### src/rtl/synth_pkg.sv
// Shared defaults and FSM encoding for the voice scheduler slice.
package synth_pkg;

   localparam int unsigned NUM_VOICES_DEF = 4;
   localparam int unsigned PHASE_BITS_DEF = 24;
   localparam int unsigned ADDR_BITS_DEF  = 8;
   localparam int unsigned DATA_BITS_DEF  = 12;

   typedef enum logic [1:0] {
      IDLE  = 2'd0,
      FETCH = 2'd1,
      DRAIN = 2'd2,
      DONE  = 2'd3
   } sched_state_e;

endpackage

### src/rtl/voice_phase_bank.sv
// Per-voice phase accumulators: one slot updated per issue, one slot read for addressing.
module voice_phase_bank
   import synth_pkg::*;
#(
   parameter int unsigned NUM_VOICES = NUM_VOICES_DEF,
   parameter int unsigned PHASE_BITS = PHASE_BITS_DEF,
   parameter int unsigned ADDR_BITS  = ADDR_BITS_DEF,
   localparam int unsigned SLOT_W    = (NUM_VOICES > 1) ? $clog2(NUM_VOICES) : 1
) (
   input  logic                             clk,
   input  logic                             rst_n,
   input  logic                             issue,
   input  logic [SLOT_W-1:0]                slot,
   input  logic [NUM_VOICES-1:0]            en_vec,
   input  logic [NUM_VOICES*PHASE_BITS-1:0] inc_vec,
   input  logic [SLOT_W-1:0]                rd_slot,
   output logic [ADDR_BITS-1:0]             rd_addr_c
);

   logic [PHASE_BITS-1:0] phase [NUM_VOICES];

   // Advance an enabled voice modulo 2^PHASE_BITS; a disabled voice restarts from zero.
   always_ff @(posedge clk) begin
      if (!rst_n) begin
         for (int v = 0; v < int'(NUM_VOICES); v++) begin
            phase[v] <= '0;
         end
      end else if (issue) begin
         if (en_vec[slot]) begin
            phase[slot] <= phase[slot] + inc_vec[32'(slot)*PHASE_BITS +: PHASE_BITS];
         end else begin
            phase[slot] <= '0;
         end
      end
   end

   // Sine ROM address is the top bits of the selected phase.
   assign rd_addr_c = phase[rd_slot][PHASE_BITS-1 -: ADDR_BITS];

endmodule

### src/rtl/voice_scheduler.sv
// Time-multiplexes NUM_VOICES sine voices through one shared ROM and sums them per sample tick.
module voice_scheduler
   import synth_pkg::*;
#(
   parameter int unsigned NUM_VOICES = NUM_VOICES_DEF,
   parameter int unsigned PHASE_BITS = PHASE_BITS_DEF,
   parameter int unsigned ADDR_BITS  = ADDR_BITS_DEF,
   parameter int unsigned DATA_BITS  = DATA_BITS_DEF
) (
   input  logic                                          clk,
   input  logic                                          rst_n,
   input  logic                                          sample_tick,
   input  logic [NUM_VOICES-1:0]                         voice_en,
   input  logic [NUM_VOICES*PHASE_BITS-1:0]              phase_inc,
   output logic [ADDR_BITS-1:0]                          rom_addr,
   input  logic [DATA_BITS-1:0]                          rom_data,
   output logic signed [DATA_BITS+$clog2(NUM_VOICES)-1:0] mix_out,
   output logic                                          mix_valid,
   output logic                                          busy,
   output logic                                          overrun
);

   localparam int unsigned MIX_W  = DATA_BITS + $clog2(NUM_VOICES);
   localparam int unsigned SLOT_W = (NUM_VOICES > 1) ? $clog2(NUM_VOICES) : 1;
   localparam logic [SLOT_W-1:0] LAST_SLOT = SLOT_W'(NUM_VOICES - 1);

   sched_state_e                    state_q, state_d;
   logic [SLOT_W-1:0]               slot_q;
   logic [NUM_VOICES-1:0]           en_snap;
   logic [NUM_VOICES*PHASE_BITS-1:0] inc_snap;
   logic                            pend_q, pend_en_q;
   logic signed [MIX_W-1:0]         acc_q;

   logic                            start_c, issue_c, drain_c;
   logic [SLOT_W-1:0]               rd_slot_c;
   logic [ADDR_BITS-1:0]            bank_addr_c;
   logic signed [DATA_BITS-1:0]     sample_c;
   logic signed [MIX_W-1:0]         addend_c;

   voice_phase_bank #(
      .NUM_VOICES (NUM_VOICES),
      .PHASE_BITS (PHASE_BITS),
      .ADDR_BITS  (ADDR_BITS)
   ) u_bank (
      .clk       (clk),
      .rst_n     (rst_n),
      .issue     (issue_c),
      .slot      (slot_q),
      .en_vec    (en_snap),
      .inc_vec   (inc_snap),
      .rd_slot   (rd_slot_c),
      .rd_addr_c (bank_addr_c)
   );

   // State register.
   always_ff @(posedge clk) begin
      if (!rst_n) begin
         state_q <= IDLE;
      end else begin
         state_q <= state_d;
      end
   end

   // Next-state logic.
   always_comb begin
      state_d = state_q;
      case (state_q)
         IDLE:    if (sample_tick) state_d = FETCH;
         FETCH:   if (slot_q == LAST_SLOT) state_d = DRAIN;
         DRAIN:   state_d = DONE;
         DONE:    state_d = IDLE;
         default: state_d = IDLE;
      endcase
   end

   // Control decode; the read slot looks one ahead so rom_addr is registered in time.
   always_comb begin
      start_c   = 1'b0;
      issue_c   = 1'b0;
      drain_c   = 1'b0;
      rd_slot_c = '0;
      case (state_q)
         IDLE:  start_c = sample_tick;
         FETCH: begin
            issue_c = 1'b1;
            if (slot_q != LAST_SLOT) rd_slot_c = slot_q + 1'b1;
         end
         DRAIN: drain_c = 1'b1;
         default: ;
      endcase
   end

   // ROM sample from the previous issue, converted from offset-binary to signed; zero when masked.
   always_comb begin
      sample_c = $signed({~rom_data[DATA_BITS-1], rom_data[DATA_BITS-2:0]});
      addend_c = '0;
      if (pend_q && pend_en_q) addend_c = MIX_W'(sample_c);
   end

   // Snapshot, slot counter, accumulator and registered outputs.
   always_ff @(posedge clk) begin
      if (!rst_n) begin
         slot_q    <= '0;
         en_snap   <= '0;
         inc_snap  <= '0;
         pend_q    <= 1'b0;
         pend_en_q <= 1'b0;
         acc_q     <= '0;
         rom_addr  <= '0;
         mix_out   <= '0;
         mix_valid <= 1'b0;
         busy      <= 1'b0;
         overrun   <= 1'b0;
      end else begin
         mix_valid <= drain_c;
         busy      <= (state_d == FETCH) || (state_d == DRAIN);
         pend_q    <= issue_c;
         pend_en_q <= en_snap[slot_q];
         if (sample_tick && (state_q != IDLE)) overrun <= 1'b1;
         if (start_c) begin
            en_snap  <= voice_en;
            inc_snap <= phase_inc;
            acc_q    <= '0;
            slot_q   <= '0;
            rom_addr <= bank_addr_c;
         end
         if (issue_c) begin
            acc_q  <= acc_q + addend_c;
            slot_q <= slot_q + 1'b1;
            if (slot_q != LAST_SLOT) rom_addr <= bank_addr_c;
         end
         if (drain_c) begin
            acc_q   <= acc_q + addend_c;
            mix_out <= acc_q + addend_c;
         end
      end
   end

endmodule

### config.mk
export PLATFORM = sky130hd
export DESIGN_NAME = voice_scheduler
export DESIGN_NICKNAME = d
export VERILOG_FILES = /design/src/rtl/synth_pkg.sv /design/src/rtl/voice_phase_bank.sv /design/src/rtl/voice_scheduler.sv
export SDC_FILE = /design/constraint.sdc
export NUM_CORES = 1
export LEC_CHECK = 0
export BUFFER_PORTS_ARGS = -buffer_cell sky130_fd_sc_hd__buf_2
export CAP_MARGIN = 20
export CORE_ASPECT_RATIO = 1.1
export CORE_UTILIZATION = 45
export DETAILED_ROUTE_END_ITERATION = 10
export GPL_ROUTABILITY_DRIVEN = 0
export PLACE_DENSITY = 0.73
export SYNTH_ARGS = -nofsm -noshare
export SYNTH_HDL_FRONTEND = slang
export SYNTH_SLANG_ARGS = --single-unit
### constraint.sdc
create_clock -name clk -period 6.8 [get_ports clk]
set_input_delay 0 -clock clk [delete_from_list [all_inputs] [get_ports clk]]
set_output_delay 0 -clock clk [all_outputs]
set_load 0.05 [all_outputs]
==> flow_metrics.tcl, run 1 <==
set metrics [dict create \
    num_rows 63 \
    vdd.ir_drop.worst_v 0.000200 \
    hold_viol 0 \
    die_x_um 161 \
    drv_slew 0 \
    setup_violations 0 \
    cts_tree "yes" \
    die_h_um 177 \
    drc 0 \
    h-tree-depth 1 \
    grt_pass1_wl_mm 53.8 \
    multiInputGateArea_um2 6310 \
    syn_area_um2 12500 \
    syn_inst 1233 \
    synth_edf_count 96 \
    cp-start-kind "flip-flop" \
    grt_pass1_vias 10300 \
    ant_nets 0 \
    syn2layout_area_growth_pct 23.0 \
    finalCritPeriodShare 0.619 \
    overflow 0 \
    r2r-end "u_bank.phase[0][16]$_SDFFCE_PN0P_" \
    post-route-min-period_ns 4.21 \
    synth.avg_cell_area_um2 10.1 \
    antenna_found_initial 1 \
    layout.nets 1593 \
    cellInternalPower_mw 2.73 \
    final_util 0.568 \
    worstRegToRegCells 10 \
    seqPwrFrac 0.439 \
    r2r-start "slot_q[1]$_SDFFE_PN0N_" \
    pre_cts_ws_ns 2.60 \
    clkPwrFrac 0.380 \
    power_frac_comb 0.182 \
    tightest_slew_ns 1.07 \
    netlist-cell-type-count 72 \
    initial_utilization 0.461 \
    cts_buffer_depth 3 \
    swShare 0.274 \
    numClockSinks 243 \
    placed_cells 1663 \
    ioPinCount 140 \
    routed_wl_mm 33.6 \
    worst-r2r-setup-slack_ns 2.59 \
    hpwl_mm 21.4 \
    ys_ff_latch 243 \
    yosys_warnings 0 \
    tns_ns 0 \
    die_area_um2 28500 \
    cts_resized 0 \
    drtIter0Drc 883 \
    grt_setup_unrepaired "no" \
    crit_path_max_fanout 20 \
    cts_root_buf "clkbuf_16" \
    end_kind "flip-flop" \
    port_buffers 139 \
    worstSetupPathType "reg -> reg" \
    whs_endpoint "acc_q[1]$_SDFFE_PN0P_" \
    p_sw_mw 1.03 \
    first_pass_iters 7 \
    status "finished clean" \
    grt_usage 0.237 \
    synth_seq_area_share 0.466 \
    fmax_ghz 0.237 \
    ys_async_sr_fraction 0 \
    startpoint "slot_q[1]$_SDFFE_PN0N_" \
    num_vias 10200 \
    whs_path_depth 4 \
    grt_max_degree 111 \
    static-leakage-power_nw 6.10 \
    cp.arrival_ns 4.46 \
    setup_ws_ns 2.59 \
    fillerInstances 2251 \
    crit_required_ns 7.05 \
    cts_inserted_buffers 27 \
    skew_ns 0.0174 \
    routedWlPerCell_um 18.5 \
    relSlewSlack 0.288 \
    regArea_um2 5830 \
    hp-class "in -> reg" \
    fin_hold_ws_ns 0.0436 \
    core_area_um2 27100 \
    drive_above_1_share 0.187 \
    fin_cells 1819 \
    syn-num-nets 1387 \
    hp-start "rom_data[1]" \
    drt-vias-per-instance 5.62 \
    clk_pin_slew_ns 0.06 \
    power_density_nw_per_um2 244 \
    cap_violations 0 \
    ys.flop_type "dfxtp_1" \
    clock_latency_ns 0.53 \
]
==> per-stage QoR <==
step	cell area [um2]	power [mW]
global route	15400	3.90
CTS	15400	3.75
global placement	13500	2.28
detailed placement	13500	2.30
finish	15400	3.75
floorplan	12500	2.12
==> flip-flops by register name, summed over array words and instances (netlist names), named ones only <==
register      flops
u_bank.phase     96
rom_addr          8
en_snap           4
inc_snap         96
slot_q            2
busy              1
mix_valid         1
mix_out          14
pend_q            1
acc_q            14
state_q           2
overrun           1
pend_en_q         1
==> critical path, stage by stage, from the launching register on <==
cell and delay (ns):
dfxtp_1 0.95, buf_4 0.37, mux4_2 0.33, ha_1 0.25, fa_1 0.45, a211oi_2 0.28
o21ai_1 0.22, a2111oi_4 0.49, o21ai_0 0.20, xnor2_1 0.30, nor2_1 0.09
==> timing repair <==
action,in CTS,in global routing
hold endpoints to repair,129,0
hold buffers,103,0
setup buffers,0,0
==> power groups by stage <==
stage / sequential (mW) / clock (mW) / combinational, mW
4_1_cts: 1.65 / 1.44 / 0.663
6_report: 1.65 / 1.42 / 0.683
3_5_place_dp: 1.69 / 0 / 0.614
5_1_grt: 1.65 / 1.50 / 0.742
2_1_floorplan: 1.68 / 0 / 0.440
3_3_place_gp: 1.68 / 0 / 0.604
==> per-layer routing <==
metal,wire (um),track usage
met1,13800,0.286
met2,17100,0.432
met5,0,0
met3,1580,0.0307
met4,1210,0.0841
==> logic make-up (layout without fill, tap and decap cells) <==
group / Yosys count / count (layout) / synth area share
AND/OR/NAND/NOR: 489 / 489 / 0.172
AO/OA/AOI/OAI: 265 / 265 / 0.158
flip-flops: 243 / 243 / 0.466
buffers and inverters: 102 / 329 / 0.0320
multiplexers: 76 / 76 / 0.118
adder cells (fa/ha/maj): 39 / 39 / 0.0402
XOR/XNOR: 19 / 19 / 0.0145
other: 0 / 2 / 0
==> layout make-up <==
cell class | count | share of cell area
Inverter | 26 | 0.00634
Sequential cell | 243 | 0.379
Timing Repair Buffer | 253 | 0.119
Antenna cell | 2 | 0.000325
Clock buffer | 45 | 0.0550
Clock inverter | 5 | 0.00228
Tap cell | 357 | 0.0290
Multi-Input combinational cell | 888 | 0.410
==> synth_stat cells, types with 11 or more instances <==
library cell	number	area, um2
nand2_1	279	1050
dfxtp_1	147	2940
a21boi_0	110	826
edfxtp_1	96	2880
nor2_1	83	312
clkbuf_1	60	225
mux4_2	57	1280
ha_1	37	463
o21ai_0	34	170
a21oi_1	31	155
inv_1	26	97.6
nor3_1	19	95.1
mux2i_1	18	180
nor2b_1	18	113
nand3_1	17	85.1
xnor2_1	16	140
and3_1	15	93.8
nand4_1	12	75.1
buf_2	11	55.1
==> how the worst max path moves through the flow <==
stage,to,slack [ns],cells past startpoint
floorplan,u_bank.phase[3][21]$_DFFE_PP_,3.29,12
global placement,u_bank.phase[0][16]$_SDFFCE_PN0P_,2.67,9
detailed placement,u_bank.phase[0][16]$_SDFFCE_PN0P_,2.60,9
CTS,u_bank.phase[0][16]$_SDFFCE_PN0P_,2.57,9
global route,u_bank.phase[0][16]$_SDFFCE_PN0P_,2.39,10
finish,u_bank.phase[0][16]$_SDFFCE_PN0P_,2.59,10
==> cells in the final DEF, fill, tap and decap left out, drive strengths merged, types with 7 or more instances in the layout <==
master / count
nor2: 83
mux2i: 18
buf: 150
clkbuf: 45
nor3: 19
o21a: 9
and3: 15
a211o: 8
a211oi: 9
a21o: 7
dlygate4sd3: 103
and2: 10
o21ai: 39
xnor2: 16
edfxtp: 96
nand3: 17
ha: 37
or3: 10
o21bai: 7
nor2b: 19
nand2: 280
nand2b: 7
a21boi: 110
nand4: 12
inv: 27
o211ai: 9
mux4: 57
dfxtp: 147
a21oi: 31
No activity file was read; power rests on OpenSTA's default activity.
==> run 2: changes to the inputs <==
--- a/config.mk
+++ b/config.mk
@@ -11,7 +11,7 @@
 export CORE_UTILIZATION = 45
 export DETAILED_ROUTE_END_ITERATION = 10
 export GPL_ROUTABILITY_DRIVEN = 0
-export PLACE_DENSITY = 0.73
+export PLACE_DENSITY = 0.75
 export SYNTH_ARGS = -nofsm -noshare
 export SYNTH_HDL_FRONTEND = slang
 export SYNTH_SLANG_ARGS = --single-unit
==> constraint.sdc (replaced) <==
create_clock -name clk -period 3.81 [get_ports clk]
set_input_delay 0 -clock clk [delete_from_list [all_inputs] [get_ports clk]]
set_output_delay 0 -clock clk [all_outputs]
set_load 0.05 [all_outputs]
==> flow_metrics.tcl, run 2 (same netlist as run 1, synthesis figures left out) <==
set metrics [dict create \
    worstSetupPathType "reg -> reg" \
    tightest_slew_ns 1.12 \
    syn2layout_area_growth_pct 24.4 \
    cts_root_buf "clkbuf_16" \
    drt-vias-per-instance 5.77 \
    layout.nets 1611 \
    drtIter0Drc 1023 \
    initial_utilization 0.461 \
    layout_common_cells "nand2_1, dfxtp_1, buf_2" \
    drc 0 \
    grt_setup_unrepaired "no" \
    crit_required_ns 4.07 \
    die_x_um 161 \
    crit_path_max_fanout 4 \
    clk_pin_slew_ns 0.06 \
    r2r-end "u_bank.phase[0][16]$_SDFFCE_PN0P_" \
    clock_latency_ns 0.55 \
    hpwl_mm 21.8 \
    overflow 0 \
    fin_hold_ws_ns 0.0386 \
    routedWlPerCell_um 19.1 \
    num_rows 63 \
    port_buffers 139 \
    cts_tree "yes" \
    whs_endpoint "acc_q[1]$_SDFFE_PN0P_" \
    antenna_found_initial 0 \
    crit_path_cell_trace "mux4_2 > ha_1 > fa_1 > a211oi_2 > o21ai_1 > a2111oi_4 > o21ai_0 > xnor2_1 > nor2_1" \
    ioPinCount 140 \
    cts_buffer_depth 3 \
    vdd.ir_drop.worst_v 0.000323 \
    end_kind "flip-flop" \
    final_common_cell "nand2_1" \
    num_vias 10600 \
    slowest_stage "mux4_2" \
    die_h_um 177 \
    cp.buffers_inverters 0 \
    die_area_um2 28500 \
    cts_inserted_buffers 27 \
    relSlewSlack 0.254 \
    numClockSinks 243 \
    cp.arrival_ns 3.88 \
    hold_viol 0 \
    grt_usage 0.245 \
    fmax_ghz 0.276 \
    regArea_um2 5830 \
    first_pass_iters 6 \
    r2r-start "slot_q[0]$_SDFFE_PN0N_" \
    cp_top_family "compound AO/OA/AOI/OAI gates" \
    finalCritPeriodShare 0.952 \
    tns_ns 0 \
    hp-start "rom_data[1]" \
    drive_above_1_share 0.199 \
    grt_pass1_vias 10600 \
    h-tree-depth 1 \
    worst-r2r-setup-slack_ns 0.18 \
    top_regs "inc_snap (96), u_bank.phase (96)" \
    fillerInstances 2225 \
    static-leakage-power_nw 6.21 \
    drv_slew 0 \
    post-route-min-period_ns 3.63 \
    multiInputGateArea_um2 6300 \
    worstRegToRegCells 9 \
    whs_path_depth 4 \
    cp-start-kind "flip-flop" \
    ant_nets 0 \
    core_area_um2 27100 \
    slowest_delay_ns 0.56 \
    status "finished clean" \
    grt_max_degree 125 \
    skew_ns 0.0261 \
    hp-class "in -> reg" \
    grt_pass1_wl_mm 55.1 \
    cap_violations 0 \
    setup_violations 0 \
    antenna-diode-count 0 \
    power_density_nw_per_um2 440 \
    routed_wl_mm 35.0 \
]
==> run 2: worst max path at each step <==
stage,from,end,slack (ns),cells past startpoint
floorplan,flip-flop,u_bank.phase[3][21]$_DFFE_PP_,0.30,12
CTS,flip-flop,u_bank.phase[0][16]$_SDFFCE_PN0P_,0.17,9
detailed placement,flip-flop,u_bank.phase[0][16]$_SDFFCE_PN0P_,0.22,9
global route,slot_q[0]$_SDFFE_PN0N_,u_bank.phase[0][16]$_SDFFCE_PN0P_,0.007,9
finish,slot_q[0]$_SDFFE_PN0N_,u_bank.phase[0][16]$_SDFFCE_PN0P_,0.18,9
global placement,flip-flop,u_bank.phase[0][16]$_SDFFCE_PN0P_,0.31,9
==> run 2: layout make-up <==
class,instances,area share
sequential,243,0.374
tap,357,0.0287
inverter,26,0.00627
clock inverter,16,0.0100
multi-input combinational,888,0.405
timing repair buffer,271,0.128
clock buffer,34,0.0483
==> run 2: metrics by stage <==
step	util	area, um2	setup WS [ns]	std cells	total power [mW]
2_1_floorplan	-	12500	0.298	1233	3.78
3_3_place_gp	0.501	13600	0.310	1680	4.10
3_5_place_dp	0.501	13600	0.220	1680	4.12
4_1_cts	0.573	15500	0.171	1833	6.84
5_1_grt	0.574	15600	0.00682	1835	7.10
6_report	0.574	15600	0.185	1835	6.85
==> run 2: worst reg2reg max path, cell delays in order (launching register included) <==
cell	delay [ns]
dfxtp_2	0.47
mux4_2	0.56
ha_1	0.24
fa_1	0.44
a211oi_2	0.29
o21ai_1	0.24
a2111oi_4	0.49
o21ai_0	0.19
xnor2_1	0.33
nor2_1	0.09
==> run 2: timing repair <==
| action | CTS | global route |
|---|---|---|
| resized for setup | 0 | 3 |
| setup endpoints to repair | 0 | 9 |
| hold buffers | 103 | 0 |
| hold endpoints to repair | 121 | 0 |
| buffers inserted | 0 | 1 |
==> run 2: metal layers <==
| metal | up-vias | global-route usage | wire [um] |
|---|---|---|---|
| met2 | 479 | 0.442 | 17700 |
| met1 | 5085 | 0.283 | 13200 |
| met3 | 120 | 0.0387 | 2360 |
| met4 | 0 | 0.120 | 1750 |
| met5 | - | 0 | 0 |
| li1 | 4899 | - | - |
==> run 2: report_power, final <==
group | leakage [nW] | switching [mW] | internal (mW) | total (mW)
Combinational | 3.57 | 0.724 | 0.534 | 1.26
Clock | 0.443 | 1.06 | 1.59 | 2.66
Sequential | 2.20 | 0.0897 | 2.85 | 2.94
